**src/rtl/elastic_config_loader_pkg.sv**
```systemverilog
// -----------------------------------------------------------------------------
// elastic_config_loader_pkg
//   Shared CGRA parameter package. It holds:
//     - the CGRA datapath/context constants used across the array,
//     - the default PE count and PE identifier width for the config loader,
//     - the config loader FSM state encoding.
// -----------------------------------------------------------------------------
package elastic_config_loader_pkg;

  // CGRA datapath and context constants
  localparam int DATA_WIDTH              = 16;
  localparam int CONTEXT_SIZE            = 6;  // context slots per PE
  localparam int CONTEXT_SIZE_BIT_LENGTH = 3;  // wide enough for ids 0..7
  localparam int INPUT_NUM_BIT_LENGTH    = 3;
  localparam int OPERATION_BIT_LENGTH    = 4;
  localparam int NEIGHBOR_PE_NUM         = 4;

  // Config loader defaults
  localparam int PE_NUM_DEFAULT           = 16;
  localparam int PE_ID_BIT_LENGTH_DEFAULT = 4;

  // Config loader FSM states
  typedef enum logic [1:0] {
    ST_IDLE  = 2'd0,
    ST_LOAD  = 2'd1,
    ST_START = 2'd2
  } ecl_state_e;

endpackage

```
**src/rtl/elastic_config_loader.sv**
```systemverilog
// -----------------------------------------------------------------------------
// elastic_config_loader
//   Accepts a stream of configuration words and broadcasts each valid word to
//   all PEs, with a one-hot write strobe selecting the target PE. After the word
//   marked cfg_last is accepted, execution is started with a one-cycle pulse.
//
// Ports
//   clk, reset_n                 clock, asynchronous active-low reset
//   load_start                   begins a load (only honoured while idle)
//   cfg_valid / cfg_ready        config word handshake
//   cfg_last                     final word of the load
//   cfg_pe_id, cfg_context_id    target PE and context slot
//   cfg_input_index_1/2, cfg_output_mask, cfg_op, cfg_const   payload
//   config_*                     registered payload broadcast to every PE
//   write_config_data            one-hot per-PE write strobe (one cycle)
//   mapping_context_max_id       highest context id written in this load
//   start_exec                   one-cycle execution start pulse
//   busy                         load in progress
//   error                        sticky flag: an invalid word was consumed
// -----------------------------------------------------------------------------
module elastic_config_loader
  import elastic_config_loader_pkg::*;
#(
  parameter int PE_NUM           = PE_NUM_DEFAULT,
  parameter int PE_ID_BIT_LENGTH = PE_ID_BIT_LENGTH_DEFAULT
) (
  input  logic                               clk,
  input  logic                               reset_n,
  input  logic                               load_start,
  input  logic                               cfg_valid,
  output logic                               cfg_ready,
  input  logic                               cfg_last,
  input  logic [PE_ID_BIT_LENGTH-1:0]        cfg_pe_id,
  input  logic [CONTEXT_SIZE_BIT_LENGTH-1:0] cfg_context_id,
  input  logic [INPUT_NUM_BIT_LENGTH-1:0]    cfg_input_index_1,
  input  logic [INPUT_NUM_BIT_LENGTH-1:0]    cfg_input_index_2,
  input  logic [NEIGHBOR_PE_NUM-1:0]         cfg_output_mask,
  input  logic [OPERATION_BIT_LENGTH-1:0]    cfg_op,
  input  logic [DATA_WIDTH-1:0]              cfg_const,
  output logic [INPUT_NUM_BIT_LENGTH-1:0]    config_input_PE_index_1,
  output logic [INPUT_NUM_BIT_LENGTH-1:0]    config_input_PE_index_2,
  output logic [NEIGHBOR_PE_NUM-1:0]         config_output_PE_index,
  output logic [OPERATION_BIT_LENGTH-1:0]    config_op,
  output logic [DATA_WIDTH-1:0]              config_const_data,
  output logic [CONTEXT_SIZE_BIT_LENGTH-1:0] config_index,
  output logic [PE_NUM-1:0]                  write_config_data,
  output logic [CONTEXT_SIZE_BIT_LENGTH-1:0] mapping_context_max_id,
  output logic                               start_exec,
  output logic                               busy,
  output logic                               error
);

  ecl_state_e                         state_q, state_d;
  logic                               cfg_ready_q, cfg_ready_d;
  logic                               busy_q, busy_d;
  logic                               error_q, error_d;
  logic                               start_exec_q, start_exec_d;
  logic [PE_NUM-1:0]                  wr_q, wr_d;
  logic [CONTEXT_SIZE_BIT_LENGTH-1:0] max_id_q, max_id_d;
  logic [INPUT_NUM_BIT_LENGTH-1:0]    in_idx_1_q, in_idx_1_d;
  logic [INPUT_NUM_BIT_LENGTH-1:0]    in_idx_2_q, in_idx_2_d;
  logic [NEIGHBOR_PE_NUM-1:0]         out_mask_q, out_mask_d;
  logic [OPERATION_BIT_LENGTH-1:0]    op_q, op_d;
  logic [DATA_WIDTH-1:0]              const_q, const_d;
  logic [CONTEXT_SIZE_BIT_LENGTH-1:0] ctx_q, ctx_d;

  logic accept;
  logic word_ok;

  // cfg_ready_q mirrors "state is LOAD", so this is the handshake itself.
  assign accept  = cfg_valid && cfg_ready_q;
  assign word_ok = (int'(cfg_pe_id) < PE_NUM) && (int'(cfg_context_id) < CONTEXT_SIZE);

  always_comb begin
    state_d      = state_q;
    error_d      = error_q;
    max_id_d     = max_id_q;
    start_exec_d = 1'b0;
    wr_d         = '0;
    in_idx_1_d   = in_idx_1_q;
    in_idx_2_d   = in_idx_2_q;
    out_mask_d   = out_mask_q;
    op_d         = op_q;
    const_d      = const_q;
    ctx_d        = ctx_q;

    case (state_q)
      ST_IDLE: begin
        if (load_start) begin
          state_d  = ST_LOAD;
          error_d  = 1'b0;
          max_id_d = '0;
        end
      end

      ST_LOAD: begin
        if (accept) begin
          if (word_ok) begin
            // Inline one-hot decode of the target PE.
            for (int i = 0; i < PE_NUM; i++) begin
              wr_d[i] = (int'(cfg_pe_id) == i);
            end
            in_idx_1_d = cfg_input_index_1;
            in_idx_2_d = cfg_input_index_2;
            out_mask_d = cfg_output_mask;
            op_d       = cfg_op;
            const_d    = cfg_const;
            ctx_d      = cfg_context_id;
            if (cfg_context_id > max_id_q) begin
              max_id_d = cfg_context_id;
            end
          end else begin
            error_d = 1'b1;
          end
          if (cfg_last) begin
            state_d = ST_START;
          end
        end
      end

      ST_START: begin
        // START spans the cycle of the final strobe; the pulse registered
        // here therefore lands in the following cycle.
        start_exec_d = 1'b1;
        state_d      = ST_IDLE;
      end

      default: begin
        state_d = ST_IDLE;
      end
    endcase

    cfg_ready_d = (state_d == ST_LOAD);
    busy_d      = (state_d != ST_IDLE);
  end

  always_ff @(posedge clk or negedge reset_n) begin
    if (!reset_n) begin
      state_q      <= ST_IDLE;
      cfg_ready_q  <= 1'b0;
      busy_q       <= 1'b0;
      error_q      <= 1'b0;
      start_exec_q <= 1'b0;
      wr_q         <= '0;
      max_id_q     <= '0;
      in_idx_1_q   <= '0;
      in_idx_2_q   <= '0;
      out_mask_q   <= '0;
      op_q         <= '0;
      const_q      <= '0;
      ctx_q        <= '0;
    end else begin
      state_q      <= state_d;
      cfg_ready_q  <= cfg_ready_d;
      busy_q       <= busy_d;
      error_q      <= error_d;
      start_exec_q <= start_exec_d;
      wr_q         <= wr_d;
      max_id_q     <= max_id_d;
      in_idx_1_q   <= in_idx_1_d;
      in_idx_2_q   <= in_idx_2_d;
      out_mask_q   <= out_mask_d;
      op_q         <= op_d;
      const_q      <= const_d;
      ctx_q        <= ctx_d;
    end
  end

  assign cfg_ready               = cfg_ready_q;
  assign busy                    = busy_q;
  assign error                   = error_q;
  assign start_exec              = start_exec_q;
  assign write_config_data       = wr_q;
  assign mapping_context_max_id  = max_id_q;
  assign config_input_PE_index_1 = in_idx_1_q;
  assign config_input_PE_index_2 = in_idx_2_q;
  assign config_output_PE_index  = out_mask_q;
  assign config_op               = op_q;
  assign config_const_data       = const_q;
  assign config_index            = ctx_q;

endmodule

```
**config.mk**
```make
export PLATFORM = sky130hd
export DESIGN_NAME = elastic_config_loader
export DESIGN_NICKNAME = d
export VERILOG_FILES = /design/src/rtl/elastic_config_loader_pkg.sv /design/src/rtl/elastic_config_loader.sv
export SDC_FILE = /design/constraint.sdc
export NUM_CORES = 1
export LEC_CHECK = 0
export BUFFER_PORTS_ARGS = -buffer_cell sky130_fd_sc_hd__buf_2
export CAP_MARGIN = 25
export CORE_ASPECT_RATIO = 2
export CORE_MARGIN = 10
export CORE_UTILIZATION = 42
export DETAILED_ROUTE_END_ITERATION = 16
export PLACE_DENSITY = 0.71
export SYNTH_ARGS = -nofsm -noshare
export SYNTH_HDL_FRONTEND = slang
export SYNTH_SLANG_ARGS = --single-unit
```
**constraint.sdc**
```tcl
create_clock -name clk -period 1.5 [get_ports clk]
set_input_delay 0.075 -clock clk [delete_from_list [all_inputs] [get_ports clk]]
set_output_delay 0.075 -clock clk [all_outputs]
set_load 0.05 [all_outputs]
```
==> results.tsv <==
metric	value	unit
final setup vio count	2	
global-route wire length before repair	10800	microns
Synth cell types	27	
max cap viols	0	
Max Clock Skew	7.27	ps
Hold Crit Class	primary input to flip-flop	
clk_lat worst skew	330	ps
final hold viol count	0	
PD cells	2190	mW/mm^2
via count	2039	
Max clock buf depth	2	
layout cells sized above 1	38.3	%
most common cell after layout, fill and taps aside	nand2_1	
total wire length	6640	microns
Setup WS post-layout	-9.17	ps
die area	0.00900	sq mm
maximum clock frequency	0.663	GHz
Mean Syn Cell Area	10.1	sq um
Mapped Area	0.00229	sq mm
area growth from synthesis to layout	53.0	%
pin count of the biggest net entering global routing	59	
Core Util, Final	65.3	%
I/O Pins	98	
Total Neg Setup Slack	-12.1	ps
FF-to-FF path depth	4	
Synth area leader	dfrtp_1	
clk root buf	clkbuf_8	
failing checks	setup timing	
Core Box Area	0.00537	sq mm
GP Congestion	0.802	
Die Wd	72.3	microns
Arr. time, crit path	1720	ps
startpoint types	flip-flop	
Crit. End Element	flip-flop	
DRT iter0 DRCs	148	
overall routing resource usage	15.3	%
initial antenna violation count	0	
Final Instance Area	0.00351	sq mm
WP data required	1710	ps
TritonCTS Buffers	9	
clk slew on worst S/H paths	60	ps
vias in the first global route	2197	
synthesized flop and latch total	58	
outcome	complete, but fails checks	
CP startpoint	mapping_context_max_id[0]	
global route overflow	0	
Antenna Nets Post-Route	0	
DRT Pass-1 Iters	4	
DP HPWL	4800	microns
clock sink total	58	
worst slew pin tran	303	ps
RSZ-0062 raised after global routing	true	
fin crit share	101	%
Post-Synthesis Cells	226	
CTS tree	done	
R2R setup slack	-9	ps
Nets	416	
Setup CP Type	flip-flop to flip-flop	
area post-placement	0.00292	sq mm
Starting Density	42.7	%
max-slew violation count	0	
Crit Path Max Fanout	4	
Pleak	1.94	nW
Final Critical Period	1510	ps
end point of the critical path	mapping_context_max_id[2]	
port bufs	97	
R2R Path Start	mapping_context_max_id[0]	
cell row count	38	
Seq/Total Area, Yosys	63.3	%
area share of the largest cell type after synthesis	63.3	%
Synth area leaders	dfrtp_1 63%, nand2_1 17%, nor2_1 2.6%, buf_6 2.0%, nand3b_4 1.7%	
Max-slew headroom	79.8	%
Peak supply drop	1540	uV
most frequent cells in the layout	104 x nand2_1, 96 x buf_2, 54 x dfrtp_1	
routed length per instance	15.2	microns
Post-Syn Nets	271	
DR vias/cell	4.68	
diode count	0	
Warnings, synthesis	0	
Crit Reg-Reg Endpoint	mapping_context_max_id[2]	
total power	7.68	mW
htree depth	3	
DRC	0	
die height	125	microns
## how the worst min path moves through the flow
stage,from,to,slack [ps],cells past startpoint
after floorplan,reset_n,busy,-220,0
after global placement,reset_n,write_config_data[8],100,2
after detailed placement,reset_n,write_config_data[8],100,2
after CTS,cfg_context_id[2],config_index[2],9,3
after global routing,cfg_context_id[2],config_index[2],30,3
final,cfg_context_id[2],config_index[2],20,3
## Yosys cell counts, drive strengths merged
| cell | instances |
|---|---|
| a21boi | 1 |
| a21o | 1 |
| a21oi | 3 |
| a221o | 3 |
| a32oi | 1 |
| and2 | 2 |
| and3 | 1 |
| and4b | 1 |
| buf | 5 |
| clkbuf | 3 |
| dfrtp | 58 |
| ha | 3 |
| inv | 4 |
| nand2 | 105 |
| nand2b | 4 |
| nand3 | 2 |
| nand3b | 2 |
| nor2 | 16 |
| nor3 | 5 |
| o21a | 3 |
| o21ai | 1 |
| o22a | 1 |
| or3 | 1 |
## metrics by stage
step                setup slack [ps]  cells  hold WS [ps]
finish                         -9.17    436          23.6
global route                   -46.8    436          27.0
CTS                             13.6    436          8.87
detailed placement              12.1    385          97.9
global placement                62.0    385          96.3
floorplan                      -89.1    226          -221
## registers in the layout (all words and copies together), names as in the netlist
register,flops
config_output_PE_index,4
write_config_data,16
config_const_data,16
config_op,4
config_input_PE_index_1,3
error,1
busy,1
config_index,3
cfg_ready,1
start_exec,1
mapping_context_max_id,3
state_q,2
config_input_PE_index_2,3
## final cells by class
cell class	count	area, sq um
fill	451	1860
sequential	58	1460
timing repair buffer	142	926
multi-input combinational	156	838
clock buffer	14	163
tap	60	75.1
clock inverter	2	35.0
inverter	4	15.0
## critical path, stage by stage (launching register included)
cell and delay (ps):
dfrtp_2 420, ha_1 320, a32oi_4 140, and3_4 210, a221o_1 290
## cells by family (layout without fill, tap and decap cells)
family | count (synthesis) | count (layout) | share of synthesized area [%]
buf+inv | 12 | 162 | 3.44
fa+ha+maj | 3 | 3 | 1.64
simple gates | 139 | 139 | 27.1
compound gates | 14 | 14 | 4.58
flops | 58 | 58 | 63.3
## metal layers
| layer | track usage [%] | wire (microns) | vias up |
|---|---|---|---|
| met2 | 27.3 | 3800 | 66 |
| met3 | 5.10 | 387 | 9 |
| met5 | 0 | 0 | - |
| met1 | 15.3 | 2330 | 960 |
| met4 | 6.19 | 118 | 0 |
| li1 | - | - | 1004 |
## timing repair
action,4_1_cts,5_1_grt
endpoints found under the hold margin,93,0
resized for setup,0,7
hold buffers,35,0
setup endpoints to repair,0,4
setup buffers,0,1
## power breakdown
part	internal [mW]	switching, mW
logic	1.05	2.84
registers	2.09	0.273
clock network	0.857	0.570
total	3.99	3.68
Note: power is estimated with default switching activity, not from simulation.
